<file path="config.mk">
export PLATFORM = sky130hd
export DESIGN_NAME = bus_timer
export DESIGN_NICKNAME = d
export VERILOG_FILES = /design/src/rtl/bus_timer_pkg.sv /design/src/rtl/timer_prescaler.sv /design/src/rtl/bus_timer.sv
export SDC_FILE = /design/constraint.sdc
export NUM_CORES = 1
export LEC_CHECK = 0
export CORE_MARGIN = 4
export CORE_UTILIZATION = 57
export CTS_CLUSTER_SIZE = 40
export DETAILED_ROUTE_END_ITERATION = 10
export PLACE_DENSITY = 0.92
export SYNTH_ARGS = -nofsm -noshare
export SYNTH_HDL_FRONTEND = slang
export SYNTH_HIERARCHICAL = 1
export SYNTH_SLANG_ARGS = --single-unit
export TNS_END_PERCENT = 100
</file>
<file path="constraint.sdc">
create_clock -name clk -period 8.19 [get_ports clk]
set_clock_uncertainty 0.1 [all_clocks]
set_input_delay 2.457 -clock clk [delete_from_list [all_inputs] [get_ports clk]]
set_output_delay 2.457 -clock clk [all_outputs]
set_load 0.02 [all_outputs]
</file>
<file path="src/rtl/bus_timer_pkg.sv">
// Shared definitions for the bridge-bus countdown timer.
// Register map, CTRL fields, reload modes and FSM encodings.
package bus_timer_pkg;

  localparam logic [1:0] REG_CTRL   = 2'd0;
  localparam logic [1:0] REG_PRESET = 2'd1;
  localparam logic [1:0] REG_COUNT  = 2'd2;

  localparam int CTRL_EN   = 0;
  localparam int CTRL_MODE = 1;
  localparam int CTRL_IM   = 3;
  localparam int CTRL_BITS = 4;

  localparam logic [1:0] MODE_ONESHOT = 2'b00;
  localparam logic [1:0] MODE_RELOAD  = 2'b01;

  typedef enum logic [1:0] {
    IDLE = 2'd0,
    LOAD = 2'd1,
    CNT  = 2'd2,
    INT  = 2'd3
  } timerState_t;

  // Codes 1x fall back to one-shot behaviour.
  function automatic logic isReload(input logic [1:0] mode);
    return mode == MODE_RELOAD;
  endfunction

endpackage

</file>
<file path="src/rtl/timer_prescaler.sv">
// Count-rate divider for bus_timer, built only with TIMER_PRESCALE_EN.
// Emits a one-cycle tick every PRESCALE_DIV cycles while clr is low.
`ifdef TIMER_PRESCALE_EN
module timer_prescaler #(
  parameter int PRESCALE_DIV = 4
) (
  input  logic clk,
  input  logic reset,
  input  logic clr,
  output logic tick
);

  localparam int W = $clog2(PRESCALE_DIV);
  localparam logic [W-1:0] LAST = W'(PRESCALE_DIV - 1);

  logic [W-1:0] cnt;

  assign tick = ~clr & (cnt == LAST);

  always_ff @(posedge clk or negedge reset) begin
    if (!reset) begin
      cnt <= '0;
    end else if (clr || tick) begin
      cnt <= '0;
    end else begin
      cnt <= cnt + 1'b1;
    end
  end

endmodule
`endif

</file>
<file path="src/rtl/bus_timer.sv">
// Memory-mapped 32-bit countdown timer: CTRL/PRESET/COUNT, FSM, read mux.
// Define TIMER_PRESCALE_EN to slow the count by PRESCALE_DIV.
module bus_timer
  import bus_timer_pkg::*;
#(
  parameter int PRESCALE_DIV = 4
) (
  input  logic        clk,
  input  logic        reset,
  input  logic [1:0]  addr,
  input  logic        we,
  input  logic [31:0] wd,
  output logic [31:0] rd,
  output logic        irq
);

  if (PRESCALE_DIV < 2) begin : gDivCheck
    $error("bus_timer: PRESCALE_DIV must be at least 2");
  end

  timerState_t state;
  timerState_t stateNext;

  logic        ctrlEn;
  logic        ctrlIm;
  logic [1:0]  ctrlMode;
  logic [31:0] presetReg;
  logic [31:0] countReg;
  logic [31:0] countNext;
  logic        pending;

  logic ctrlWr;
  logic presetWr;
  logic killEn;
  logic setPending;
  logic clrPending;
  logic fsmClrEn;
  logic tick;

  assign ctrlWr   = we & (addr == REG_CTRL);
  assign presetWr = we & (addr == REG_PRESET);
  assign killEn   = ctrlWr & ~wd[CTRL_EN];

`ifdef TIMER_PRESCALE_EN
  logic prescClr;

  assign prescClr = (state == LOAD) | ~ctrlEn;

  timer_prescaler #(
    .PRESCALE_DIV(PRESCALE_DIV)
  ) uPrescaler (
    .clk  (clk),
    .reset(reset),
    .clr  (prescClr),
    .tick (tick)
  );
`else
  assign tick = 1'b1;
`endif

  always_comb begin
    stateNext  = state;
    countNext  = countReg;
    setPending = 1'b0;
    clrPending = 1'b0;
    fsmClrEn   = 1'b0;
    unique case (state)
      IDLE: begin
        if (ctrlEn) begin
          stateNext = LOAD;
        end
      end
      LOAD: begin
        countNext = presetReg;
        stateNext = CNT;
      end
      CNT: begin
        if (!ctrlEn) begin
          stateNext = IDLE;
        end else if (tick) begin
          if (countReg > 32'd1) begin
            countNext = countReg - 32'd1;
          end else begin
            countNext  = '0;
            setPending = 1'b1;
            stateNext  = INT;
          end
        end
      end
      INT: begin
        if (isReload(ctrlMode)) begin
          clrPending = 1'b1;
          stateNext  = LOAD;
        end else begin
          fsmClrEn  = 1'b1;
          stateNext = IDLE;
        end
      end
    endcase
    // A CPU write of EN=0 aborts whatever the FSM was about to do.
    if (killEn) begin
      stateNext  = IDLE;
      countNext  = countReg;
      setPending = 1'b0;
    end
  end

  always_ff @(posedge clk or negedge reset) begin
    if (!reset) begin
      state     <= IDLE;
      ctrlEn    <= 1'b0;
      ctrlIm    <= 1'b0;
      ctrlMode  <= MODE_ONESHOT;
      presetReg <= '0;
      countReg  <= '0;
      pending   <= 1'b0;
    end else begin
      state    <= stateNext;
      countReg <= countNext;
      if (ctrlWr) begin
        ctrlEn   <= wd[CTRL_EN];
        ctrlMode <= wd[CTRL_MODE +: 2];
        ctrlIm   <= wd[CTRL_IM];
      end else if (fsmClrEn) begin
        ctrlEn <= 1'b0;
      end
      if (presetWr) begin
        presetReg <= wd;
      end
      if (setPending) begin
        pending <= 1'b1;
      end else if (ctrlWr || presetWr || clrPending) begin
        pending <= 1'b0;
      end
    end
  end

  always_comb begin
    rd = '0;
    case (addr)
      REG_CTRL:   rd = {{(32-CTRL_BITS){1'b0}}, ctrlIm, ctrlMode, ctrlEn};
      REG_PRESET: rd = presetReg;
      REG_COUNT:  rd = countReg;
      default:    rd = '0;
    endcase
  end

  assign irq = ctrlIm & pending;

endmodule
</file>
==> results.yml <==
clock_network:
  clk-insertion-delay-late_ns: 0.35
  cts_resized: 0
  clock-sinks: 71
  cts_max_level: 3
  clockBufferDepth: 2
  cts_root_buf: "clkbuf_8"
  cts_setup_buffers: 0
  clk_pin_slew_worst_paths_ns: 0.07
  cts-buffers-inserted: 9
  cts_tree: "built"
  ctsHoldBuffers: 0
logic_synthesis:
  synth_most_common_cell: "dfrtp_1"
  synthTopCellsByCount: "71 x dfrtp_1, 34 x mux2_2, 31 x a22o_1, 24 x nor2_1, 24 x o21ai_0"
  ys_seq_area_share_pct: 44.10
  synth_top_area_cell: "dfrtp_1"
  yosys_most_used_dff: "dfrtp_1"
  async_flop_share_pct: 100.0
  synthesis.nets: 451
  ys_warn_count: 6
  synth_cells: 408
  synth_top_area_share_pct: 44.10
  synth.avg_cell_area_um2: 9.875
  ys_ff_latch: 71
  syn_area_um2: 4029
  synthTopCellsByArea: "dfrtp_1 44%, mux2_2 9.5%, a22o_1 6.7%"
  synth_edf_count: 0
  yosysUniqueCellTypes: 51
grt:
  antenna_found_initial: 0
  overflow: 0
  grt_max_degree: 72
  grt_pass1_vias: 3728
  track_usage_pct: 26.33
  grt_pass1_wl_mm: 17.91
place:
  gp_congestion: 0.8831
  port-buffer-count: 69
  place_area_um2: 4767
  dp_hpwl_mm: 7.231
  dp.cells: 551
power:
  vdd_drop_max_uv: 177.9
  total_power_uw: 1680
  powerDensity_nw_per_um2: 342.1
  leakage_uw: 0.001978
detailed_routing:
  drt_wl_total_mm: 10.81
  vias_per_cell: 6.582
  dr.first_iter.drc_count: 403
  wl_per_cell_um: 19.12
  vias: 3719
  first_pass_iters: 6
  drc_errors: 0
  ant_nets: 0
die:
  start_util_pct: 58.97
  pin_count: 70
  core_um2: 6832
  rows: 30
  die_area_um2: 8477
  die_x_um: 92.07
  die_height_um: 92.07
timing:
  finalSetupViolations: 0
  fin_crit_sh_pct: 87.26
  slew-limit-headroom_pct: 22.25
  tns_ns: 0
  fmax_mhz: 139.9
  rsz0062_at_grt: "false"
  worst_slew_pin_slew_ns: 1.162
  finalHoldViolCount: 0
  final_max_slew_viol_count: 0
  min_period_ns: 7.147
worst_setup_path:
  critPathMaxFanout: 25
  cp_data_required_time_ns: 5.63
  startpoint_type: "primary input"
  critPathMostFrequentCell: "clkdlybuf4s50_1"
  worst-setup-path-type: "primary input to output pin"
  path_delay_family: "buffers and inverters"
  max_stage_delay_ns: 0.62
  end_kind: "output pin"
  worst-path-buf-inv: 3
  critical_path.cell_chain: "clkdlybuf4s50_1, nor2b_2, buf_12, a22o_1, clkdlybuf4s50_1"
  crit_path_top_delay_cell: "clkdlybuf4s50_1"
  crit_arrival_ns: 4.59
layout:
  fin_nets: 509
  drive_above_1_share_pct: 13.22
  antenna-diode-count: 0
  area_growth_pct: 21.93
  n_fill_cell: 508
  final_cells: 565
  final_area_um2: 4912
run_status:
  status: "finished, final reports clean"
job:
  maxCapViolCount: 0
min_path:
  worstHoldPathType: "flip-flop to flip-flop"
==> cell usage in the layout (no fill, tap or decap), drive strengths merged, types with 3 or more instances in the layout <==
cell type	count
nand2b	3
nand3	15
mux2	34
clkdlybuf4s50	68
dfrtp	71
a221o	8
clkbuf	12
o211ai	4
nand2	23
and3	9
nor4	11
nor2	25
a22o	32
nor3	14
a22oi	10
o31ai	4
and2	3
or4	9
or3	9
nand4	5
inv	13
a21oi	15
o311ai	3
mux2i	4
o22ai	5
o21ai	26
ha	6
buf	6
a32oi	3
==> power by group <==
| group | switching (µW) | internal [µW] |
|---|---|---|
| sequential | 166 | 475 |
| combinational | 465 | 347 |
| clock | 123 | 106 |
| total | 753 | 927 |
==> per-layer routing <==
| metal | share of wire (%) | vias to the layer above | GRT usage (%) |
|---|---|---|---|
| li1 | - | 1671 | - |
| met1 | 40 | 1799 | 35.15 |
| met2 | 48 | 230 | 42.21 |
| met3 | 9.8 | 19 | 6.153 |
| met4 | 1.7 | 0 | 8.911 |
| met5 | 0 | - | 0 |
==> worst register-to-register path, cell delays in order (launching register included) <==
cell and delay (ns):
dfrtp_1 0.39, inv_1 0.10, ha_1 0.40, nand2b_1 0.17, and3_1 0.79, nand3_1 0.65, nor4_1 0.45, a221o_1 0.16
==> area by class of cell <==
| class | count | area, µm² | area share, % |
|---|---|---|---|
| Inverter | 13 | 48.80 | 0.9934 |
| Sequential cell | 71 | 1777 | 36.17 |
| Timing Repair Buffer | 74 | 735.7 | 14.98 |
| Clock inverter | 2 | 10.01 | 0.2038 |
| Clock buffer | 12 | 135.1 | 2.751 |
| Multi-Input combinational cell | 297 | 2086 | 42.46 |
| Tap cell | 96 | 120.1 | 2.445 |
==> logic make-up after synthesis <==
kind of cell	after synthesis	synth area share [%]
simple gates	132	17.58
flops	71	44.10
buf+inv	40	4.255
mux	38	10.50
fa+ha+maj	6	1.863
compound gates	121	21.71
==> through the flow <==
step                setup WS (ns)  util (%)  hold slack, ns
CTS                         1.066     71.90          0.4153
global route               0.9245     71.90          0.4526
floorplan                   1.916         -          0.3615
detailed placement          1.075     69.78          0.4013
finish                      1.043     71.90          0.4050
global placement            1.142     69.78          0.3913
==> worst paths after layout <==
kind                                from             to  slack (ns)  cells past startpoint
worst max-delay path             addr[0]         rd[20]        1.04                      5
worst min-delay path             pending        pending        0.40                      2
worst max register to register  state[0]   countReg[14]        4.92                      7
worst min register to register   pending        pending        0.40                      2
max in group asynchronous          reset  presetReg[22]        5.20                      2
min in group asynchronous          reset         ctrlIm        2.22                      2
==> state kept, by name, summed over array words and instances, names as in the netlist <==
register   flops
countReg      32
presetReg     32
ctrlMode       2
state          2
ctrlEn         1
ctrlIm         1
pending        1
(Power assumes the default switching activity.)
